## src/rtl/dp_pkg.sv

```systemverilog
// Shared definitions for the dot-product accelerator: engine state encoding
// and default datapath widths used by the AXI master and result register.
package dp_pkg;

  typedef enum logic [1:0] {
    IDLE  = 2'd0,
    RUN   = 2'd1,
    DRAIN = 2'd2,
    DONE  = 2'd3
  } dp_state_e;

  localparam int unsigned DP_DATA_W = 8;
  localparam int unsigned DP_ACC_W  = 32;
  localparam int unsigned DP_LEN_W  = 16;

endpackage

```

## src/rtl/dp_mac_pipe.sv

```systemverilog
// Two-stage MAC datapath: registered product, then a modulo accumulator whose
// carry-out sets a sticky overflow flag until the next job clear.
module dp_mac_pipe #(
  parameter int unsigned DATA_W = 8,
  parameter int unsigned ACC_W  = 32
) (
  input  logic              clk,
  input  logic              rst,
  input  logic              clear,
  input  logic              load,
  input  logic [DATA_W-1:0] a,
  input  logic [DATA_W-1:0] b,
  output logic [ACC_W-1:0]  acc,
  output logic              ovf
);

  logic [2*DATA_W-1:0] prod_q;
  logic                prod_vld_q;
  logic [ACC_W-1:0]    acc_q;
  logic                ovf_q;
  logic [ACC_W-1:0]    prod_ext;
  logic [ACC_W:0]      sum;

  always_comb begin
    prod_ext                 = '0;
    prod_ext[2*DATA_W-1:0]   = prod_q;
    sum                      = {1'b0, acc_q} + {1'b0, prod_ext};
  end

  always_ff @(posedge clk) begin
    if (rst || clear) begin
      prod_q     <= '0;
      prod_vld_q <= 1'b0;
      acc_q      <= '0;
      ovf_q      <= 1'b0;
    end else begin
      prod_vld_q <= load;
      if (load)
        prod_q <= {{DATA_W{1'b0}}, a} * {{DATA_W{1'b0}}, b};
      if (prod_vld_q) begin
        acc_q <= sum[ACC_W-1:0];
        if (sum[ACC_W])
          ovf_q <= 1'b1;
      end
    end
  end

  assign acc = acc_q;
  assign ovf = ovf_q;

endmodule

```

## src/rtl/dp_mac_engine.sv

```systemverilog
// Streaming dot-product engine: job FSM, element counter and the operand /
// result handshakes around the dp_mac_pipe datapath.
module dp_mac_engine
  import dp_pkg::*;
#(
  parameter int unsigned DATA_W = DP_DATA_W,
  parameter int unsigned ACC_W  = DP_ACC_W,
  parameter int unsigned LEN_W  = DP_LEN_W
) (
  input  logic              ACLK,
  input  logic              ARESET,
  input  logic              start,
  input  logic [LEN_W-1:0]  vec_len,
  input  logic              in_valid,
  output logic              in_ready,
  input  logic [DATA_W-1:0] in_a,
  input  logic [DATA_W-1:0] in_b,
  output logic              res_valid,
  input  logic              res_ready,
  output logic [ACC_W-1:0]  res_data,
  output logic              ovf,
  output logic              busy,
  output logic [DATA_W-1:0] dp_a,
  output logic [DATA_W-1:0] dp_b
);

  dp_state_e         state_q, state_d;
  logic [LEN_W-1:0]  remaining_q;
  logic              drain_q;
  logic [ACC_W-1:0]  res_data_q;
  logic [DATA_W-1:0] dp_a_q, dp_b_q;
  logic              job_clear;
  logic              accept;
  logic [ACC_W-1:0]  acc;

  always_comb begin
    state_d   = state_q;
    in_ready  = 1'b0;
    res_valid = 1'b0;
    job_clear = 1'b0;
    case (state_q)
      IDLE: begin
        if (start) begin
          job_clear = 1'b1;
          state_d   = (vec_len == '0) ? DONE : RUN;
        end
      end
      RUN: begin
        in_ready = 1'b1;
        if (in_valid && remaining_q == LEN_W'(1))
          state_d = DRAIN;
      end
      DRAIN: begin
        if (drain_q)
          state_d = DONE;
      end
      DONE: begin
        res_valid = 1'b1;
        if (res_ready)
          state_d = IDLE;
      end
      default: state_d = IDLE;
    endcase
  end

  assign accept = in_valid && in_ready;

  // DRAIN spans two edges so the final product has reached acc before capture
  always_ff @(posedge ACLK) begin
    if (ARESET) begin
      state_q     <= IDLE;
      remaining_q <= '0;
      drain_q     <= 1'b0;
      res_data_q  <= '0;
      dp_a_q      <= '0;
      dp_b_q      <= '0;
    end else begin
      state_q <= state_d;
      drain_q <= (state_q == DRAIN) && !drain_q;
      if (job_clear) begin
        remaining_q <= vec_len;
        res_data_q  <= '0;
      end
      if (accept) begin
        remaining_q <= remaining_q - LEN_W'(1);
        dp_a_q      <= in_a;
        dp_b_q      <= in_b;
      end
      if (state_q == DRAIN && drain_q)
        res_data_q <= acc;
    end
  end

  dp_mac_pipe #(
    .DATA_W (DATA_W),
    .ACC_W  (ACC_W)
  ) u_pipe (
    .clk   (ACLK),
    .rst   (ARESET),
    .clear (job_clear),
    .load  (accept),
    .a     (in_a),
    .b     (in_b),
    .acc   (acc),
    .ovf   (ovf)
  );

  assign res_data = res_data_q;
  assign busy     = (state_q != IDLE);
  assign dp_a     = dp_a_q;
  assign dp_b     = dp_b_q;

endmodule

```

## config.mk

```make
export PLATFORM = sky130hd
export DESIGN_NAME = dp_mac_engine
export DESIGN_NICKNAME = d
export VERILOG_FILES = /design/src/rtl/dp_pkg.sv /design/src/rtl/dp_mac_pipe.sv /design/src/rtl/dp_mac_engine.sv
export SDC_FILE = /design/constraint.sdc
export NUM_CORES = 1
export LEC_CHECK = 0
export BUFFER_PORTS_ARGS = -buffer_cell sky130_fd_sc_hd__buf_2
export CAP_MARGIN = 20
export CORE_ASPECT_RATIO = 0.8
export CORE_MARGIN = 10
export CORE_UTILIZATION = 55
export DETAILED_ROUTE_END_ITERATION = 10
export GPL_ROUTABILITY_DRIVEN = 0
export GPL_TIMING_DRIVEN = 0
export MAX_ROUTING_LAYER = met4
export PLACE_DENSITY = 0.76
export SLEW_MARGIN = 5
export SYNTH_ARGS = -nofsm -noshare
export SYNTH_HDL_FRONTEND = slang
export SYNTH_SLANG_ARGS = --single-unit
```

## constraint.sdc

```tcl
create_clock -name ACLK -period 6.3 [get_ports ACLK]
set_clock_uncertainty 0.2 [all_clocks]
set_input_delay 0.315 -clock ACLK [delete_from_list [all_inputs] [get_ports ACLK]]
set_output_delay 0.315 -clock ACLK [all_outputs]
set_load 0.01 [all_outputs]
```

==> flow_metrics.py, run 1 <==
metrics = {
    "yosys": {
        "netlist-cell-type-count": 69,
        "mappedNetlistArea_um2": 7740,
        "yosysWarnings": 0,
        "synth_nets": 1058,
        "async_reset_ff_frac": 0,
        "avgSynthCellArea_um2": 8.37,
        "yosys_register_bits": 117,
        "synth_edf_count": 0,
        "ys_seq_area_frac": 0.303,
        "synthCells": 925,
        "synth_top_flop_cell": "dfxtp_1",
    },
    "cells_and_area": {
        "nets": 1171,
        "final_cell_mix": "dfxtp_1, nand2_1, nor2_1, buf_2, inv_1",
        "area_growth_pct": 17.2,
        "layout-drive-gt1-share": 0.128,
        "fin_util": 0.662,
        "nFillCells": 1156,
        "final_common_cell": "dfxtp_1",
        "n_antenna_cell": 0,
    },
    "timing": {
        "drv_slew": 0,
        "setup_tns_ns": 0,
        "worst_pin_slew_ns": 0.965,
        "period_needed_ns": 4.77,
        "hold_viol": 0,
        "setup-violations-final": 0,
        "max-slew-margin-rel": 0.351,
        "rsz0062_at_grt": "no",
        "timing.final.crit_share": 0.757,
        "setup_ws_ns": 1.53,
        "clock.fmax_mhz": 210,
    },
    "clock_tree": {
        "h-tree-depth": 4,
        "cts_buffers": 17,
        "cts_sinks": 117,
        "clkLatencyLatePin_ns": 0.43,
        "ctsResizeCount": 0,
        "clk_path_buf_depth": 2,
        "cts_tree": "built",
        "path_clk_slew_ns": 0.06,
        "cts-root-buf": "clkbuf_16",
    },
    "grt": {
        "gr-usage-all-layers": 0.222,
        "grt_pass1_vias": 7033,
        "grt.overflow.total": 0,
        "antenna_found_initial": 0,
        "grt_max_degree": 17,
        "grt_pass1_wl_um": 34800,
    },
    "power_and_ir_drop": {
        "power_density_nw_per_um2": 314,
        "p_leak_uw": 0.00387,
        "ir_drop_mv": 0.226,
    },
    "placement": {
        "place.detailed.hpwl_um": 15700,
        "numPortBuffers": 83,
        "dpl_worst_slack_ns": 1.40,
    },
    "setup_path": {
        "worst-setup-path-type": "input port to register",
        "reg2reg_depth": 7,
        "start_kind": "input port",
        "cp.required_ns": 6.42,
        "end_kind": "register",
        "crit_slowest_cell": "fa_1",
        "rrSetupSlack_ns": 3.43,
        "arrival_ns": 4.89,
        "path_max_fanout": 9,
        "cp_cell_sequence": "dlygate4sd3_1 > buf_2 > and2_1 > fa_1 > inv_1 > fa_1 > fa_1 > fa_1 > inv_1 > ha_1 > o21a_1 > a2111oi_1 > o21bai_1 > a31oi_1 > mux2i_1 > nand2_1",
        "critPathMostFrequentCell": "fa_1",
        "max_stage_delay_ns": 0.54,
    },
    "die": {
        "start_util": 0.565,
        "die_w_um": 153,
        "die_area_um2": 19200,
        "core_um2": 13700,
        "die_h_um": 126,
        "io_pins": 89,
        "rows": 38,
    },
    "flow_run": {
        "max_cap_violations": 0,
    },
    "worst_hold_path": {
        "hold_depth": 3,
        "hold_path.class": "input port to register",
    },
    "drt": {
        "avgViaCountPerCell": 5.80,
        "detail_route.iter0.violations": 599,
        "wl_per_cell_um": 17.1,
        "firstDrtPassIters": 6,
        "detail-route-antenna-nets": 0,
        "wl_um": 21100,
        "vias": 7140,
        "drcViolationCount": 0,
    },
    "run_status": {
        "status": "finished clean",
    },
}
[report_power, final]
group	switching (uW)	total [uW]	internal (uW)
registers	57.8	866	808
clock network	403	962	558
logic	629	1020	389
[cell type report]
class                      count  area [um2]  area share
multi-input combinational    698        4970       0.548
sequential                   117        2340       0.258
timing repair buffer          94         526      0.0579
clock buffer                  17         425      0.0469
inverter                      66         248      0.0273
tap                          180         225      0.0248
buffer                        44         180      0.0199
clock inverter                15         154      0.0170
[kinds of logic (layout without fill, tap and decap cells)]
family | Yosys count | count (layout) | synth area share
flip-flops | 117 | 117 | 0.303
AND/OR/NAND/NOR | 351 | 351 | 0.219
buffers and inverters | 110 | 236 | 0.0553
AO/OA/AOI/OAI | 214 | 214 | 0.188
XOR/XNOR | 24 | 24 | 0.0272
adder cells (fa/ha/maj) | 96 | 96 | 0.191
multiplexers | 13 | 13 | 0.0168
[worst max-delay path: cells and delay by family]
kind                       cells  cell delay (ns)
buffers and inverters          4             0.85
and+or+nand+nor                2             0.23
muxes                          1             0.24
AOI/OAI and AO/OA              4             1.13
adders and majority gates      5             2.12
[metal layers]
metal / vias up / track usage / share of wire
met3: 25 / 0.0480 / 0.072
met4: 0 / 0.0616 / 0.012
met5: - / - / 0
li1: 3476 / - / -
met2: 262 / 0.341 / 0.45
met1: 3377 / 0.290 / 0.47
[path summary, 6_finish.rpt]
| check | end | start |
|---|---|---|
| min | dp_b[4]$_SDFFE_PP0P_ | in_b[4] |
| max | u_pipe.prod_q[14]$_SDFFE_PP0P_ | in_b[2] |
| max reg2reg | u_pipe.acc[30]$_SDFFE_PP0P_ | state_q[0]$_SDFFE_PP0P_ |
| min reg2reg | dp_a[5]$_SDFFE_PP0P_ | dp_a[5]$_SDFFE_PP0P_ |
[what timing repair did]
| action | in CTS | in global routing |
|---|---|---|
| hold buffers | 11 | 0 |
| hold endpoints to repair | 11 | 0 |
| setup buffers | 0 | 0 |
[cells in the mapped netlist (4+ instances only)]
library cell / count / area, um2
o211ai_1: 6 / 45.0
nand2b_1: 12 / 75.1
o21ai_1: 4 / 20.0
nor2b_1: 5 / 31.3
dfxtp_1: 117 / 2340
nand4_1: 10 / 62.6
o21ai_0: 22 / 110
fa_1: 37 / 741
ha_1: 59 / 738
nor2_1: 88 / 330
xnor2_1: 18 / 158
a22oi_1: 32 / 240
and3_1: 6 / 37.5
nor3_1: 11 / 55.1
and2_1: 47 / 294
inv_1: 66 / 248
a222oi_1: 4 / 40.0
a31oi_1: 14 / 87.6
nand2_1: 109 / 409
clkbuf_1: 35 / 131
a21o_1: 9 / 67.6
nor4_1: 11 / 68.8
a211oi_1: 11 / 82.6
a21oi_1: 65 / 325
mux2i_1: 13 / 130
nand3_1: 29 / 145
xor2_1: 6 / 52.6
o21a_1: 7 / 52.6
[state kept, by name, indices dropped and copies added (netlist names)]
name               cells
dp_a                   8
dp_b                   8
drain_q                1
remaining_q           16
res_data              32
state_q                2
u_pipe.acc            32
u_pipe.ovf             1
u_pipe.prod_q         16
u_pipe.prod_vld_q      1
[stage by stage]
step | power [uW] | std cells | hold slack [ns] | area (um2)
after floorplan | 1620 | 925 | 0.234 | 7740
after global placement | 1850 | 1188 | 0.240 | 8380
after detailed placement | 1870 | 1188 | 0.244 | 8380
after CTS | 2840 | 1231 | 0.00271 | 9070
after global routing | 3030 | 1231 | 0.0352 | 9070
final | 2850 | 1231 | 0.0153 | 9070
Note: power is estimated with default switching activity, not from simulation.
==> run 2, diff against run 1 <==
clock period = 4.6 ns   (was 6.3 ns; I/O delays follow)
==> run 2 against run 1 <==
Effect of this change:
- sequential power grew 37%
- die area is the same
- setup slack lost 1.4 ns
- largest power group unchanged
- clock-buffer cell count is the same
- global-route usage grew 0.41 points
- combinational power grew 41%
- power grew 38%
- first-iteration DRC count shrank 2.0%
- sequential cell count is the same
- sequential share of layout area shrank 0.53 points
- cell area grew 2.1%
==> flow_metrics.py, run 2 (synthesis results as in run 1) <==
metrics = {
    "setup_path": {
        "max_stage_delay_ns": 0.55,
        "cp_num_buf_inv": 4,
        "end_kind": "register",
        "cp_cell_sequence": "dlygate4sd3_1 > buf_2 > and2_1 > fa_1 > fa_1 > fa_1 > inv_1 > fa_1 > inv_1 > ha_1 > o31ai_2 > a21oi_2 > a311oi_2 > xnor2_1 > a21oi_1",
        "worst-setup-path-type": "input port to register",
        "rrSetupSlack_ns": 1.73,
        "start_kind": "input port",
        "crit_slowest_cell": "fa_1",
        "cp.required_ns": 4.69,
        "reg2reg_depth": 7,
        "critPathTopFamily": "adder cells",
        "path_max_fanout": 9,
        "critPathLaunch": "in_a[7]",
        "arrival_ns": 4.54,
        "critPathMostFrequentCell": "fa_1",
        "rr_startpoint": "state_q[0]$_SDFFE_PP0P_",
        "rr_endpoint": "u_pipe.prod_q[10]$_SDFFE_PP0P_",
    },
    "power_and_ir_drop": {
        "ir_drop_mv": 0.310,
        "power_density_nw_per_um2": 425,
        "p_leak_uw": 0.00395,
    },
    "die": {
        "die_w_um": 153,
        "start_util": 0.565,
        "die_area_um2": 19200,
        "io_pins": 89,
        "die_h_um": 126,
        "core_um2": 13700,
        "rows": 38,
    },
    "clock_tree": {
        "clk_path_buf_depth": 2,
        "cts_tree": "built",
        "path_clk_slew_ns": 0.06,
        "cts-root-buf": "clkbuf_16",
        "cts_buffers": 17,
        "h-tree-depth": 4,
        "post_cts_buffers": 0,
        "clkLatencyLatePin_ns": 0.42,
        "cts_sinks": 117,
    },
    "grt": {
        "gr-usage-all-layers": 0.226,
        "grt_pass1_wl_um": 35400,
        "grt.overflow.total": 0,
        "grt_max_degree": 17,
        "antenna_found_initial": 0,
        "grt_pass1_vias": 7124,
    },
    "drt": {
        "dr_wl_met3_um": 1640,
        "routed.top_layer": "met4",
        "vias": 7257,
        "wl_per_cell_um": 17.2,
        "avgViaCountPerCell": 5.81,
        "met1_length_um": 9930,
        "detail-route-antenna-nets": 0,
        "met2_wirelength_um": 9600,
        "firstDrtPassIters": 7,
        "detail_route.iter0.violations": 587,
        "wl_um": 21500,
        "drcViolationCount": 0,
    },
    "placement": {
        "numPortBuffers": 83,
        "dp.cells": 1188,
        "postPlaceCellArea_um2": 8380,
        "dpl_worst_slack_ns": -0.212,
        "place.detailed.hpwl_um": 15700,
    },
    "timing": {
        "worst_pin_slew_ns": 0.964,
        "max-slew-margin-rel": 0.351,
        "worst_hold_slack_ns": 0.0353,
        "clock.fmax_mhz": 225,
        "setup-violations-final": 0,
        "hold_viol": 0,
        "drv_slew": 0,
        "setup_ws_ns": 0.151,
        "setup_tns_ns": 0,
        "period_needed_ns": 4.45,
        "timing.final.crit_share": 0.967,
    },
    "cells_and_area": {
        "nets": 1188,
        "n_antenna_cell": 0,
        "area_growth_pct": 19.6,
        "final_cell_mix": "dfxtp_1, nand2_1, nor2_1, buf_2, inv_1",
        "final_area_um2": 9260,
        "fin_cells": 1248,
        "final_common_cell": "dfxtp_1",
        "layout-drive-gt1-share": 0.130,
    },
    "worst_hold_path": {
        "hp-start": "in_b[7]",
        "hold_depth": 3,
        "holdPathEnd": "dp_b[7]$_SDFFE_PP0P_",
        "hold_path.class": "input port to register",
    },
    "flow_run": {
        "max_cap_violations": 0,
    },
    "run_status": {
        "status": "finished clean",
    },
}
[run 2: stage by stage]
stage / utilization / total power (uW)
after detailed placement: 0.612 / 2560
after global placement: 0.612 / 2540
after CTS: 0.675 / 3910
after floorplan: - / 2210
final: 0.676 / 3940
after global routing: 0.676 / 4200
[run 2: per-layer routing]
| metal | vias up | global-route usage |
|---|---|---|
| met5 | - | - |
| met1 | 3443 | 0.295 |
| li1 | 3509 | - |
| met4 | 0 | 0.0661 |
| met3 | 31 | 0.0480 |
| met2 | 274 | 0.347 |
[run 2: what timing repair did]
item	in CTS	in global routing
endpoints found under the setup margin	0	3
endpoints found under the hold margin	29	0
hold buffers	28	0
resized for setup	0	4
[run 2: power breakdown]
| part | internal (uW) | switching (uW) |
|---|---|---|
| combinational | 554 | 882 |
| clock | 765 | 549 |
| sequential | 1110 | 78.8 |
| total | 2430 | 1510 |
[run 2: worst min-delay path, stage by stage]
cell	delay, ns
clkbuf_1	0.20
nand2_1	0.12
a21oi_1	0.06
[run 2: final cells by class]
class	count	area, um2
clock buffer	17	425
inverter	66	248
timing repair buffer	111	696
clock inverter	15	154
sequential	117	2340
fill	1123	4430
buffer	44	180
tap	180	225
multi-input combinational	698	4990
[run 2: how the worst max path moves through the flow]
stage | end | slack, ns | depth (start not counted)
6_report | u_pipe.prod_q[15]$_SDFFE_PP0P_ | 0.15 | 15
4_1_cts | u_pipe.prod_q[15]$_SDFFE_PP0P_ | 0.13 | 15
2_1_floorplan | u_pipe.prod_q[13]$_SDFFE_PP0P_ | 0.21 | 16
5_1_grt | u_pipe.prod_q[15]$_SDFFE_PP0P_ | -0.03 | 15
3_5_place_dp | u_pipe.prod_q[13]$_SDFFE_PP0P_ | -0.21 | 16
3_3_place_gp | u_pipe.prod_q[13]$_SDFFE_PP0P_ | -0.18 | 16
==> run 3, diff against run 2 <==
CORE_ASPECT_RATIO = unset   (was 0.8)
==> run 3 against run 2 <==
Effect of this change:
- non-clock buffer count unchanged
- combinational power shrank 3%
- final cell count stayed put
- setup slack about the same
- worst hold slack got worse by 0.026 ns
- power decreased by 0.82%
- sequential power about the same
- via count is 0.18% lower
- global-route usage fell by 0.51 points
- first-iteration DRC count fell by 12%
- highest routed layer unchanged
- sequential cell count is the same
- clock-buffer cell count unchanged
==> flow_metrics.py, run 3 (synthesis results as in run 1) <==
metrics = {
    "run_status": {
        "status": "finished clean",
    },
    "setup_path": {
        "path_max_fanout": 9,
        "rr_startpoint": "state_q[0]$_SDFFE_PP0P_",
        "end_kind": "register",
        "rrSetupSlack_ns": 1.66,
        "cp.required_ns": 4.68,
        "rr_endpoint": "u_pipe.acc[30]$_SDFFE_PP0P_",
        "worst-setup-path-type": "input port to register",
        "reg2reg_depth": 7,
        "arrival_ns": 4.53,
        "start_kind": "input port",
    },
    "die": {
        "die_area_um2": 19200,
        "core_um2": 13800,
        "rows": 43,
        "start_util": 0.560,
        "die_h_um": 139,
        "die_w_um": 139,
        "io_pins": 89,
    },
    "placement": {
        "dpl_worst_slack_ns": -0.0977,
        "place.detailed.hpwl_um": 15400,
        "postPlaceCellArea_um2": 8380,
        "dp.cells": 1188,
        "numPortBuffers": 83,
    },
    "timing": {
        "clock.fmax_mhz": 225,
        "drv_slew": 0,
        "setup_ws_ns": 0.150,
        "max-slew-margin-rel": 0.314,
        "hold_viol": 0,
        "worst_pin_slew_ns": 1.02,
        "timing.final.crit_share": 0.967,
        "period_needed_ns": 4.45,
        "setup_tns_ns": 0,
        "rsz0062_at_grt": "no",
        "setup-violations-final": 0,
    },
    "drt": {
        "avgViaCountPerCell": 5.80,
        "detail-route-antenna-nets": 0,
        "wl_um": 21100,
        "firstDrtPassIters": 6,
        "detail_route.iter0.violations": 519,
        "vias": 7244,
        "drcViolationCount": 0,
        "wl_per_cell_um": 16.9,
    },
    "clock_tree": {
        "cts_sinks": 117,
        "post_cts_buffers": 0,
        "cts_tree": "built",
        "path_clk_slew_ns": 0.05,
        "cts-root-buf": "clkbuf_16",
        "clk_path_buf_depth": 2,
        "clkLatencyLatePin_ns": 0.42,
        "h-tree-depth": 4,
        "cts_buffers": 17,
    },
    "cells_and_area": {
        "register_area_um2": 2340,
        "nets": 1188,
        "nFillCells": 1136,
        "n_antenna_cell": 0,
        "fin_util": 0.668,
        "final_area_um2": 9240,
        "final_cell_mix": "dfxtp_1, nand2_1, nor2_1, buf_2, inv_1",
        "layout-drive-gt1-share": 0.126,
        "final_common_cell": "dfxtp_1",
        "fin_cells": 1248,
        "area_growth_pct": 19.4,
        "multi_input_area_um2": 4970,
    },
    "worst_hold_path": {
        "hp-start": "in_a[0]",
        "hold_depth": 3,
        "hold_path.class": "input port to register",
        "holdPathEnd": "u_pipe.prod_q[0]$_SDFFE_PP0P_",
    },
    "grt": {
        "grt.overflow.total": 0,
        "grt_max_degree": 17,
        "grt_pass1_wl_um": 34800,
        "antenna_found_initial": 0,
        "gr-usage-all-layers": 0.221,
        "grt_pass1_vias": 7050,
    },
    "power_and_ir_drop": {
        "p_sw_frac": 0.373,
        "power_density_nw_per_um2": 423,
        "power.internal_uw": 2450,
        "pwr-share-comb": 0.357,
        "ir_drop_mv": 0.279,
        "p_leak_uw": 0.00394,
        "clkPwrFrac": 0.339,
        "seqPwrFrac": 0.304,
        "switching_power_uw": 1450,
    },
    "flow_run": {
        "max_cap_violations": 0,
    },
}
## run 3: cell count changes in the layout (fill, tap and decap cells not counted), sizes merged
cell	before	now
bufinv	1	2
clkinv	1	6
clkinvlp	2	4
inv	77	69
## run 3: worst max-delay path by stage
stage | start | slack [ns] | end | cells past startpoint
finish | in_a[7] | 0.15 | u_pipe.prod_q[15]$_SDFFE_PP0P_ | 16
global route | in_a[7] | 0.004 | u_pipe.prod_q[15]$_SDFFE_PP0P_ | 16
CTS | in_a[7] | 0.16 | u_pipe.prod_q[15]$_SDFFE_PP0P_ | 15
detailed placement | in_b[7] | -0.1 | u_pipe.prod_q[13]$_SDFFE_PP0P_ | 16
global placement | in_b[7] | -0.12 | u_pipe.prod_q[13]$_SDFFE_PP0P_ | 16
floorplan | in_b[7] | 0.21 | u_pipe.prod_q[13]$_SDFFE_PP0P_ | 16
## run 3: per-layer routing
layer,global-route usage,up-vias,wire length (um)
met5,-,-,0
met4,0.0692,0,369
met1,0.264,3383,9100
met2,0.366,320,10100
met3,0.0462,35,1470
li1,-,3506,-
## run 3: area by class of cell
type / instances / area share
Clock buffer: 17 / 0.0460
Sequential cell: 117 / 0.254
Tap cell: 180 / 0.0244
Timing Repair Buffer: 111 / 0.0753
Buffer: 44 / 0.0195
Clock inverter: 15 / 0.0167
Inverter: 66 / 0.0268
Multi-Input combinational cell: 698 / 0.538
## run 3: worst max-delay path: stages
cell and delay [ns]:
dlygate4sd3_1 0.53, buf_2 0.18, and2_1 0.18, fa_1 0.50, fa_1 0.45, fa_1 0.56, inv_1 0.06, fa_1 0.41
inv_1 0.06, ha_1 0.26, or2_2 0.32, o31ai_1 0.07, a21oi_1 0.12, a311oi_1 0.35, xnor2_1 0.16, a21oi_1 0.07
## run 3: repair_timing
action / in CTS / in global routing
setup endpoints to repair: 0 / 1
resized for setup: 0 / 0
hold endpoints to repair: 29 / 0
hold buffers: 28 / 0
## run 3: metrics by stage
| stage | total power (uW) | hold WS (ns) |
|---|---|---|
| 2_1_floorplan | 2210 | 0.166 |
| 6_report | 3900 | 0.00960 |
| 5_1_grt | 4160 | 0.0239 |
| 3_3_place_gp | 2530 | 0.238 |
| 3_5_place_dp | 2550 | 0.244 |
| 4_1_cts | 3890 | 0.0000370 |
## run 3: power groups by stage
stage,combinational (uW),clock [uW],sequential [uW]
final,1390,1320,1190
after CTS,1380,1330,1180
after global placement,1330,0,1200
after floorplan,1020,0,1200
after global routing,1600,1370,1200
after detailed placement,1350,0,1200
